$ cat src/rtl/sw_btn_debounce.sv
// Debounces slide switches and a step pushbutton with a shared sample tick,
// and turns each qualified button press into one single-cycle step pulse.
module sw_btn_debounce #(
  parameter int DB_COUNT = 500000,
  parameter int NSW      = 8
) (
  input  logic           clk,
  input  logic           reset,
  input  logic [NSW-1:0] switches,
  input  logic           btn_step,
  output logic [NSW-1:0] sw_db,
  output logic           btn_db,
  output logic           step_pulse,
  output logic           sw_change
);

  localparam int CW = (DB_COUNT > 1) ? $clog2(DB_COUNT) : 1;
  localparam logic [CW-1:0] CNT_LAST = CW'(DB_COUNT - 1);

  typedef enum logic [1:0] {
    IDLE  = 2'd0,
    PRESS = 2'd1,
    HELD  = 2'd2
  } state_t;

  // Button is carried as the top bit so it shares the switch filter path.
  logic [NSW:0]   raw;
  logic [NSW:0]   meta_q;
  logic [NSW:0]   sync_q;
  logic [NSW:0]   s0_q;
  logic [NSW:0]   s0_d;
  logic [NSW:0]   db_q;
  logic [NSW:0]   db_d;
  logic [NSW-1:0] sw_last_q;
  logic           sw_change_q;
  logic           sw_change_d;
  logic [CW-1:0]  cnt_q;
  logic [CW-1:0]  cnt_d;
  logic           tick;
  state_t         state_q;
  state_t         state_d;
  logic           step_pulse_q;

  assign raw = {btn_step, switches};

  assign tick  = (cnt_q == CNT_LAST);
  assign cnt_d = tick ? '0 : cnt_q + CW'(1);
  assign s0_d  = tick ? sync_q : s0_q;

  // A bit is accepted only when two consecutive ticks saw the same level.
  genvar gi;
  generate
    for (gi = 0; gi <= NSW; gi++) begin : g_filter
      assign db_d[gi] = (tick && (sync_q[gi] == s0_q[gi])) ? sync_q[gi] : db_q[gi];
    end
  endgenerate

  assign sw_change_d = (db_q[NSW-1:0] != sw_last_q);

  always_ff @(posedge clk or negedge reset) begin
    if (!reset) begin
      meta_q      <= '0;
      sync_q      <= '0;
      s0_q        <= '0;
      db_q        <= '0;
      sw_last_q   <= '0;
      sw_change_q <= 1'b0;
      cnt_q       <= '0;
    end else begin
      meta_q      <= raw;
      sync_q      <= meta_q;
      s0_q        <= s0_d;
      db_q        <= db_d;
      sw_last_q   <= db_q[NSW-1:0];
      sw_change_q <= sw_change_d;
      cnt_q       <= cnt_d;
    end
  end

  always_comb begin
    state_d = state_q;
    unique case (state_q)
      IDLE:    if (db_q[NSW]) state_d = PRESS;
      PRESS:   state_d = db_q[NSW] ? HELD : IDLE;
      HELD:    if (!db_q[NSW]) state_d = IDLE;
      default: state_d = IDLE;
    endcase
  end

  always_ff @(posedge clk or negedge reset) begin
    if (!reset) begin
      state_q      <= IDLE;
      step_pulse_q <= 1'b0;
    end else begin
      state_q      <= state_d;
      step_pulse_q <= (state_d == PRESS);
    end
  end

  assign sw_db      = db_q[NSW-1:0];
  assign btn_db     = db_q[NSW];
  assign step_pulse = step_pulse_q;
  assign sw_change  = sw_change_q;

endmodule

$ cat config.mk
export PLATFORM = sky130hd
export DESIGN_NAME = sw_btn_debounce
export DESIGN_NICKNAME = d
export VERILOG_FILES = /design/src/rtl/sw_btn_debounce.sv
export SDC_FILE = /design/constraint.sdc
export NUM_CORES = 1
export LEC_CHECK = 0
export ABC_AREA = 1
export CORE_MARGIN = 2
export CORE_UTILIZATION = 50
export CTS_CLUSTER_DIAMETER = 120
export DETAILED_ROUTE_END_ITERATION = 10
export PLACE_DENSITY = 0.72
export SLEW_MARGIN = 20
export SYNTH_ARGS = -nofsm -noshare
export SYNTH_HDL_FRONTEND = slang
export SYNTH_SLANG_ARGS = --single-unit
$ cat constraint.sdc
create_clock -name clk -period 1.5 [get_ports clk]
set_input_delay 0.3 -clock clk [delete_from_list [all_inputs] [get_ports clk]]
set_output_delay 0.3 -clock clk [all_outputs]
set_load 0.005 [all_outputs]
======== Yosys cells after proc, flatten, opt, wreduce, memory -nomap -nowiden ========
Index checks and enable logic that the tools add are counted.
word-level totals
  register bits after elaboration ......... 67
  bits in latches ......................... 0
  memory bits (writable) .................. 0
  bits in read-only memories .............. 0
  output and inout port bits .............. 11
  word-level logic and storage cells ...... 47
  memories ................................ 0
cells by class
  $add $sub $neg .......................... 1
  multipliers ............................. 0
  divide/modulo/power cells ............... 0
  magnitude comparators ................... 0
  equal/unequal tests ..................... 14
  shift operators ......................... 0
  mux-type cells .......................... 5
  bitwise operators ....................... 0
  reductions and logical operators ........ 10
operators by type and width
  operator                                             count
  adder 19 x 1 -> 19 bit, second input constant        1
  equality test 19 bit, second input constant          1
  two-way mux 19 bit                                   1
  equality test 1 bit                                  9
  logical AND 1 bit                                    9
  != test 8 bit                                        1
  two-way mux 2 bit                                    3
  one-hot mux 2 bit (3 select lines)                   1
  equality test 2 x 1 -> 1 bit, second input constant  2
  equality test 2 bit, second input constant           1
  logical NOT 2 bit                                    1

======== Longest topological paths before layout ========
Gate-level depths: netlist (run 1).
  depth in word-level cells ............... 3
  depth in mapped cells ................... 8
  mapped depth without buffers ............ 8

======== Least setup slack after synthesis (run 1) ========
No wires, ideal clock.
  path kind ............................... flip-flop to flip-flop
  start ................................... register cnt_q[0]
  end ..................................... register db_q[0]
  arrival time ............................ 1.348 ns
  data required time ...................... 1.383 ns
  slack ................................... 0.035 ns
  cell stages (with the launch flop) ...... 8
  path buffers ............................ 1
  path through ............................ dfrtp_1 -> ha_1 -> nand3_4 -> nor3_4 -> buf_6 -> nand3_2 -> nand2_1 -> nand2_1
on the way
  cells in the longest elaborated chain, start to end .. 2
ends and longest elaborated chain
  what                    line  source
  start, declared         37    logic [CW-1:0] cnt_q;
  start signal, assigned  76    cnt_q <= cnt_d;
  equality test 19 bit    46    assign tick = (cnt_q == CNT_LAST);
  logical AND 1 bit       54    assign db_d[gi] = (tick && (sync_q[gi] == s0_q[gi])) ? sync_q[gi] : db_q[gi];
  end signal, assigned    65    db_q <= '0;
  end signal, assigned    73    db_q <= db_d;
  end, declared           32    logic [NSW:0] db_q;
No other way between the ends.
A chain may end at the register's enable or synchronous reset.

======== Final worst setup path (run 1) ========
  start ................................... register cnt_q[11]
  end ..................................... register db_q[8]
The elaborated chain is that of the path after synthesis.

==> load_flow_metrics.sql, run 1 <==
INSERT INTO impl_metrics (metric_group, metric, value, unit) VALUES
('run_status', 'status', 'completed', ''),
('synthesis', 'synthesis.area', '0.00286', 'sq mm'),
('clocking', 'cts_tree', 'done', ''),
('finish', 'n_antenna_cell', '0', ''),
('setup_path', 'path_max_fanout', '4', ''),
('route', 'drc', '0', ''),
('place', 'numPlacedInstances', '404', ''),
('finish', 'design_area', '0.00368', 'sq mm'),
('setup_path', 'timing.critical_path.to_type', 'flop', ''),
('route', 'post_drt_wl_per_cell', '13.7', 'um'),
('synthesis', 'synthDominantCellAreaShare', '58.5', '%'),
('synthesis', 'cells_after_synthesis', '299', ''),
('route', 'via_count_normalized_by_instance_count', '5.24', ''),
('sta', 'hold_slack', '0.343', 'ns'),
('floorplanning', 'row_count', '27', ''),
('global_route', 'grt_overflow_total', '0', ''),
('setup_path', 'critical_path.most_common_cell', 'nand2_1', ''),
('clocking', 'worstSkewPairLatency', '0.34', 'ns'),
('synthesis', 'async_reset_ff_share', '100', '%'),
('setup_path', 'critical-path-slowest-cell', 'dfrtp_1', ''),
('sta', 'layout_setup_ws', '0.0329', 'ns'),
('route', 'antenna_left', '0', ''),
('synthesis', 'ys_top_cells_by_count', 'dfrtp_1 (67), nand2_1 (67), nor2_1 (33), nand3_1 (31), inv_1 (29)', ''),
('finish', 'final_core_util', '66.8', '%'),
('finish', 'instances_no_fill', '435', ''),
('place', 'pre_cts_slack', '-0.0235', 'ns'),
('synthesis', 'synthXorXnorAreaFrac', '5.20', '%'),
('floorplanning', 'core_area', '0.00551', 'sq mm'),
('finish', 'number_of_nets_in_the_final_layout', '370', ''),
('synthesis', 'synth_flop_cell', 'dfrtp_1', ''),
('floorplanning', 'die_h', '79.7', 'um'),
('setup_path', 'critPathBufInv', '1', ''),
('setup_path', 'crit_path_max_incr_delay', '0.41', 'ns'),
('power_and_ir_drop', 'pwr_density_cell', '928', 'mW/mm^2'),
('place', 'gp_congestion', '0.903', ''),
('synthesis', 'synth_fa_ha_area_share', '0.437', '%'),
('global_route', 'total_global_routing_track_utilization', '21.1', '%'),
('finish', 'area_growth_syn_to_layout', '28.5', '%'),
('global_route', 'vias_in_the_first_global_route', '2211', ''),
('sta', 'min_period', '1.47', 'ns'),
('clocking', 'clock_tree.root_cell', 'clkbuf_8', ''),
('setup_path', 'r2r_setup_slack', '0.03', 'ns'),
('sta', 'fmax', '0.682', 'GHz'),
('synthesis', 'count_of_different_cell_masters_after_synthesis', '25', ''),
('setup_path', 'critical_path_required', '1.73', 'ns'),
('global_route', 'grt_pass1_wl', '10000', 'um'),
('place', 'dp_hpwl', '3840', 'um'),
('synthesis', 'synthesis.nets', '311', ''),
('synthesis', 'synth_compound_area_share', '3.80', '%'),
('global_route', 'antenna_violations_before_repair', '0', ''),
('synthesis', 'postSynthAreaPerCell', '9.58', 'sq um'),
('setup_path', 'timing.critical_path.arrival', '1.70', 'ns'),
('synthesis', 'number_of_enable_type_register_cells_in_the_synthesized_netlist', '0', ''),
('setup_path', 'timing.setup.critical_path_class', 'flop to flop', ''),
('sta', 'report.final.setup_viol', '0', ''),
('synthesis', 'synth_largest_area_cell', 'dfrtp_1', ''),
('synthesis', 'synth.yosys.warnings', '0', ''),
('setup_path', 'worst_path_dominant_cell_family', 'simple AND/OR/NAND/NOR gates', ''),
('sta', 'slew_headroom', '73.6', '%'),
('route', 'vias', '2279', ''),
('floorplanning', 'floorplan.die_area', '0.00635', 'sq mm'),
('place', 'port_buffers', '21', ''),
('route', 'drt_first_pass_iters', '4', ''),
('clocking', 'num_clock_sinks', '67', ''),
('place', 'placed_instance_area', '0.00329', 'sq mm'),
('clocking', 'ctsLongestPathBuffers', '2', ''),
('sta', 'final_min_period_over_clock_period', '97.8', '%'),
('synthesis', 'synthMuxAreaShare', '0', '%'),
('floorplanning', 'die_width', '79.7', 'um'),
('sta', 'fin_tns_setup', '0', 'ns'),
('sta', 'slew_violations', '0', '');
-- kinds of logic (layout without fill, tap and decap cells) --
kind of cell / after synthesis / in the layout
compound gates: 17 / 17
xor+xnor: 17 / 17
fa+ha+maj: 1 / 1
buf+inv: 36 / 99
flops: 67 / 67
simple gates: 161 / 162
-- final cells by class --
type / count / area, sq um
well taps: 72 / 90.1
repair buffers: 52 / 502
inverters: 31 / 119
multi-input cells: 197 / 1090
clock inverters: 7 / 76.3
clock buffers: 9 / 124
fillers: 425 / 1830
flip-flops and latches: 67 / 1680
-- sequential cells by signal (all words and copies together), names as in the netlist --
signal,count
sw_change,1
s0_q,9
sync_q,9
meta_q,9
state_q,2
step_pulse,1
cnt_q,19
sw_last_q,8
db_q,9
-- placed cells by master, fill, tap and decap left out, types with 2 or more instances in the layout --
cell,count
xor2_1,17
nand3_4,2
nor3_1,4
buf_12,3
dlygate4sd2_1,6
dfrtp_2,2
dfrtp_1,65
a21oi_1,4
nand4_1,16
o21a_1,8
nand3_2,4
clkinvlp_4,2
inv_6,2
buf_4,25
nand3_1,29
nor2_1,28
nor2_2,6
clkdlybuf4s50_1,10
dlymetal6s2s_1,4
o21ai_0,3
nand2_2,2
inv_1,29
nand2_1,65
clkbuf_8,9
nor2_4,4
-- worst paths after layout --
kind                                 to  startpoint  cells after the start
max in group asynchronous     cnt_q[12]       reset                      3
min in group asynchronous  sw_last_q[3]       reset                      3
min                           sync_q[7]   meta_q[7]                      0
min reg2reg                   sync_q[7]   meta_q[7]                      0
max                             db_q[8]   cnt_q[11]                      7
max reg2reg                     db_q[8]   cnt_q[11]                      7
-- where the power goes --
group	internal, mW	switching [mW]
sequential	1.83	0.0159
clock	0.778	0.719
combinational	0.0302	0.0405
total	2.64	0.776
-- metal layers --
layer | vias to the layer above | part of all wire, % | GRT usage, %
met5 | - | 0 | 0
met4 | 0 | 2.8 | 12.1
met3 | 16 | 4.9 | 5.20
met2 | 68 | 49 | 33.0
met1 | 1106 | 43 | 26.8
li1 | 1089 | - | -
-- repair_timing --
action | in CTS | in global routing
endpoints found under the hold margin | 67 | 0
setup endpoints to repair | 17 | 33
setup buffers | 8 | 4
hold buffers | 1 | 0
cloned | 0 | 2
pin swaps | 0 | 10
resized for setup | 7 | 19
Note: power is estimated with default switching activity, not from simulation.
==> run 2, diff against run 1 <==
==> constraint.sdc (replaced) <==
create_clock -name clk -period 1.33 [get_ports clk]
set_input_delay 0.266 -clock clk [delete_from_list [all_inputs] [get_ports clk]]
set_output_delay 0.266 -clock clk [all_outputs]
set_load 0.005 [all_outputs]
==> run 2 against run 1 <==
  * The flow now finishes with violations (setup timing)
  * Cell area is 5.7% higher
  * Via count grew 1.8%
  * Flip-flop and latch count did not move
  * Sequential power up 12%
  * Setup slack lost 0.094 ns
  * Clock skew shrank 0.00081 ns
  * Combinational power rose by 16%
  * Non-clock buffer count is 14 higher
  * Utilization increased by 3.8 points
  * Sequential share of layout area fell by 2.5 points
  * Clock power is 11% higher
  * Critical endpoint is now cnt_q[18]
  * Largest cell class unchanged
  * Highest routed layer unchanged
==> load_flow_metrics.sql, run 2 (same netlist as run 1, synthesis figures left out) <==
INSERT INTO impl_metrics (metric_group, metric, value, unit) VALUES
('power_and_ir_drop', 'p_int', '3.01', 'mW'),
('setup_path', 'r2r_setup_slack', '-0.06', 'ns'),
('floorplanning', 'die_h', '79.7', 'um'),
('route', 'drt-initial-drc-count', '230', ''),
('clocking', 'num_clock_sinks', '67', ''),
('floorplanning', 'row_count', '27', ''),
('global_route', 'maximum_number_of_pins_on_one_net_before_global_route_repair', '68', ''),
('route', 'via_count_normalized_by_instance_count', '5.17', ''),
('sta', 'slew_violations', '0', ''),
('setup_path', 'rr_worst_depth', '9', ''),
('sta', 'layout_setup_ws', '-0.0610', 'ns'),
('route', 'antenna_left', '0', ''),
('run_status', 'violations', 'setup timing', ''),
('floorplanning', 'die_width', '79.7', 'um'),
('setup_path', 'timing.setup.critical_path_class', 'flop to flop', ''),
('power_and_ir_drop', 'pwr-share-clk', '43.5', '%'),
('floorplanning', 'initial_core_util', '52.0', '%'),
('hold_path', 'worstHoldEndpoint', 'sync_q[0]', ''),
('flow_run', 'cap_viol_max_count', '0', ''),
('place', 'dp_hpwl', '3760', 'um'),
('route', 'drc', '0', ''),
('floorplanning', 'io-pin-count', '22', ''),
('power_and_ir_drop', 'pwr_density_cell', '984', 'mW/mm^2'),
('sta', 'report.final.setup_viol', '29', ''),
('finish', 'instances_no_fill', '449', ''),
('sta', 'slew_headroom', '72.4', '%'),
('sta', 'fin_tns_setup', '-0.745', 'ns'),
('sta', 'grt_setup_unrepaired', 'yes', ''),
('power_and_ir_drop', 'share_of_total_power_in_sequential_cells', '54.3', '%'),
('clocking', 'ctsLongestPathBuffers', '2', ''),
('floorplanning', 'floorplan.die_area', '0.00635', 'sq mm'),
('power_and_ir_drop', 'irDropWorstVdd', '0.936', 'mV'),
('setup_path', 'timing.critical_path.from_type', 'flop', ''),
('global_route', 'antenna_violations_before_repair', '0', ''),
('clocking', 'worstSkewPairLatency', '0.35', 'ns'),
('run_status', 'status', 'finished with violations', ''),
('finish', 'number_of_nets_in_the_final_layout', '384', ''),
('setup_path', 'worst_r2r_endpoint', 'cnt_q[18]', ''),
('setup_path', 'critical_path_required', '1.56', 'ns'),
('clocking', 'clk_transition_reported_paths', '0.07', 'ns'),
('hold_path', 'worstHoldPathCells', '0', ''),
('global_route', 'grt_overflow_total', '0', ''),
('sta', 'final_min_period_over_clock_period', '105', '%'),
('sta', 'fmax', '0.719', 'GHz'),
('setup_path', 'timing.critical_path.to_type', 'flop', ''),
('hold_path', 'hp-class', 'flop to flop', ''),
('finish', 'mostFrequentLayoutCell', 'dfrtp_1', ''),
('route', 'drt_first_pass_iters', '4', ''),
('route', 'detail_route.wirelength', '6140', 'um'),
('global_route', 'grt_pass1_wl', '9990', 'um'),
('hold_path', 'hold_path_startpoint', 'meta_q[0]', ''),
('finish', 'layout.area.seq', '0.00168', 'sq mm'),
('finish', 'n_antenna_cell', '0', ''),
('place', 'port_buffers', '21', ''),
('sta', 'worst_pin_slew', '0.410', 'ns'),
('power_and_ir_drop', 'leakage_power_of_the_design', '1.95', 'nW'),
('finish', 'final.fill_count', '381', ''),
('finish', 'area_growth_syn_to_layout', '35.9', '%'),
('clocking', 'clock_tree.root_cell', 'clkbuf_8', ''),
('finish', 'final_layout_size_suffix_gt1_share', '27.6', '%'),
('route', 'vias', '2320', ''),
('sta', 'timing_hold_violations_final', '0', ''),
('place', 'gp_congestion', '0.907', ''),
('global_route', 'vias_in_the_first_global_route', '2130', ''),
('place', 'numPlacedInstances', '418', ''),
('sta', 'final.setup_skew', '0.0112', 'ns'),
('finish', 'register_containing_the_most_flip_flops_in_the_final_layout', 'cnt_q', ''),
('power_and_ir_drop', 'combinationalPowerShare', '2.1', '%'),
('finish', 'area_of_combinational_cells_with_multiple_inputs', '0.00120', 'sq mm'),
('sta', 'hold_slack', '0.349', 'ns'),
('clocking', 'cts_tree', 'done', ''),
('setup_path', 'path_max_fanout', '5', ''),
('finish', 'largest_register_ff_count', '19', ''),
('clocking', 'clock_tree.htree_level_count', '3', ''),
('setup_path', 'worst_r2r_startpoint', 'cnt_q[1]', ''),
('global_route', 'total_global_routing_track_utilization', '20.9', '%'),
('power_and_ir_drop', 'power.net_switching', '816', 'uW'),
('finish', 'final_cell_mix', 'dfrtp_1 (65), nand2_1 (60), buf_4 (36)', ''),
('clocking', 'clock_buffer_count_from_cts', '9', ''),
('setup_path', 'timing.critical_path.arrival', '1.62', 'ns'),
('route', 'post_drt_wl_per_cell', '13.7', 'um'),
('floorplanning', 'core_area', '0.00551', 'sq mm'),
('sta', 'min_period', '1.39', 'ns'),
('power_and_ir_drop', 'sw_frac_of_total', '21.3', '%');
[run 2: how the worst max path moves through the flow]
stage                          from        end  slack (ns)  depth (start not counted)
final                      cnt_q[1]  cnt_q[18]       -0.06                          9
after global routing       cnt_q[1]  cnt_q[18]       -0.15                          9
after CTS                  cnt_q[1]    db_q[7]       -0.08                          7
after detailed placement   cnt_q[0]  cnt_q[18]       -0.09                          8
after global placement     cnt_q[0]  cnt_q[18]       -0.04                          8
after floorplan           cnt_q[10]    db_q[0]       -0.07                          8
[run 2: power by group through the flow]
stage / clock [mW] / combinational, mW / sequential (mW)
finish: 1.67 / 0.0821 / 2.08
global route: 1.79 / 0.0955 / 2.08
CTS: 1.69 / 0.0828 / 2.08
detailed placement: 0 / 0.0799 / 2.12
global placement: 0 / 0.0799 / 2.12
floorplan: 0 / 0.00584 / 2.11
[run 2: area by class of cell]
type                    instances  share of cell area [%]
repair buffers                 66                    15.3
inverters                      31                    3.25
flip-flops and latches         67                    43.2
multi-input cells             197                    30.9
well taps                      72                    2.32
clock inverters                 4                    1.29
clock buffers                  12                    3.73
[run 2: repair_timing]
action / 4_1_cts / 5_1_grt
gates cloned: 2 / 2
endpoints found under the hold margin: 67 / 0
endpoints found under the setup margin: 25 / 35
gates resized for setup: 26 / 35
pin swaps: 13 / 26
setup buffers: 7 / 4
hold buffers: 1 / 0
[run 2: worst max-delay path: stages, from the launching register on]
cell and delay, ns:
dfrtp_1 0.39, ha_4 0.16, nand3_4 0.10, buf_6 0.16
inv_6 0.08, nand2_8 0.06, nor2_4 0.13, nand3_2 0.09
nand2_1 0.07, nor2_1 0.03
[run 2: metal layers]
| layer | wire [um] | GRT usage, % | share of wire, % | up-vias |
|---|---|---|---|---|
| li1 | - | - | - | 1119 |
| met1 | 2590 | 29.3 | 42 | 1094 |
| met2 | 2970 | 31.0 | 48 | 88 |
| met3 | 416 | 4.07 | 6.8 | 19 |
| met4 | 162 | 11.0 | 2.6 | 0 |
| met5 | 0 | 0 | 0 | - |
[run 2: metrics by stage]
step	power, mW	setup WS (ns)	util (%)	instance area [sq um]
floorplan	2.12	-0.0700	-	2880
global placement	2.20	-0.0386	61.6	3390
detailed placement	2.20	-0.0907	61.6	3390
CTS	3.86	-0.0781	67.5	3720
global route	3.96	-0.151	70.7	3890
finish	3.83	-0.0610	70.7	3890
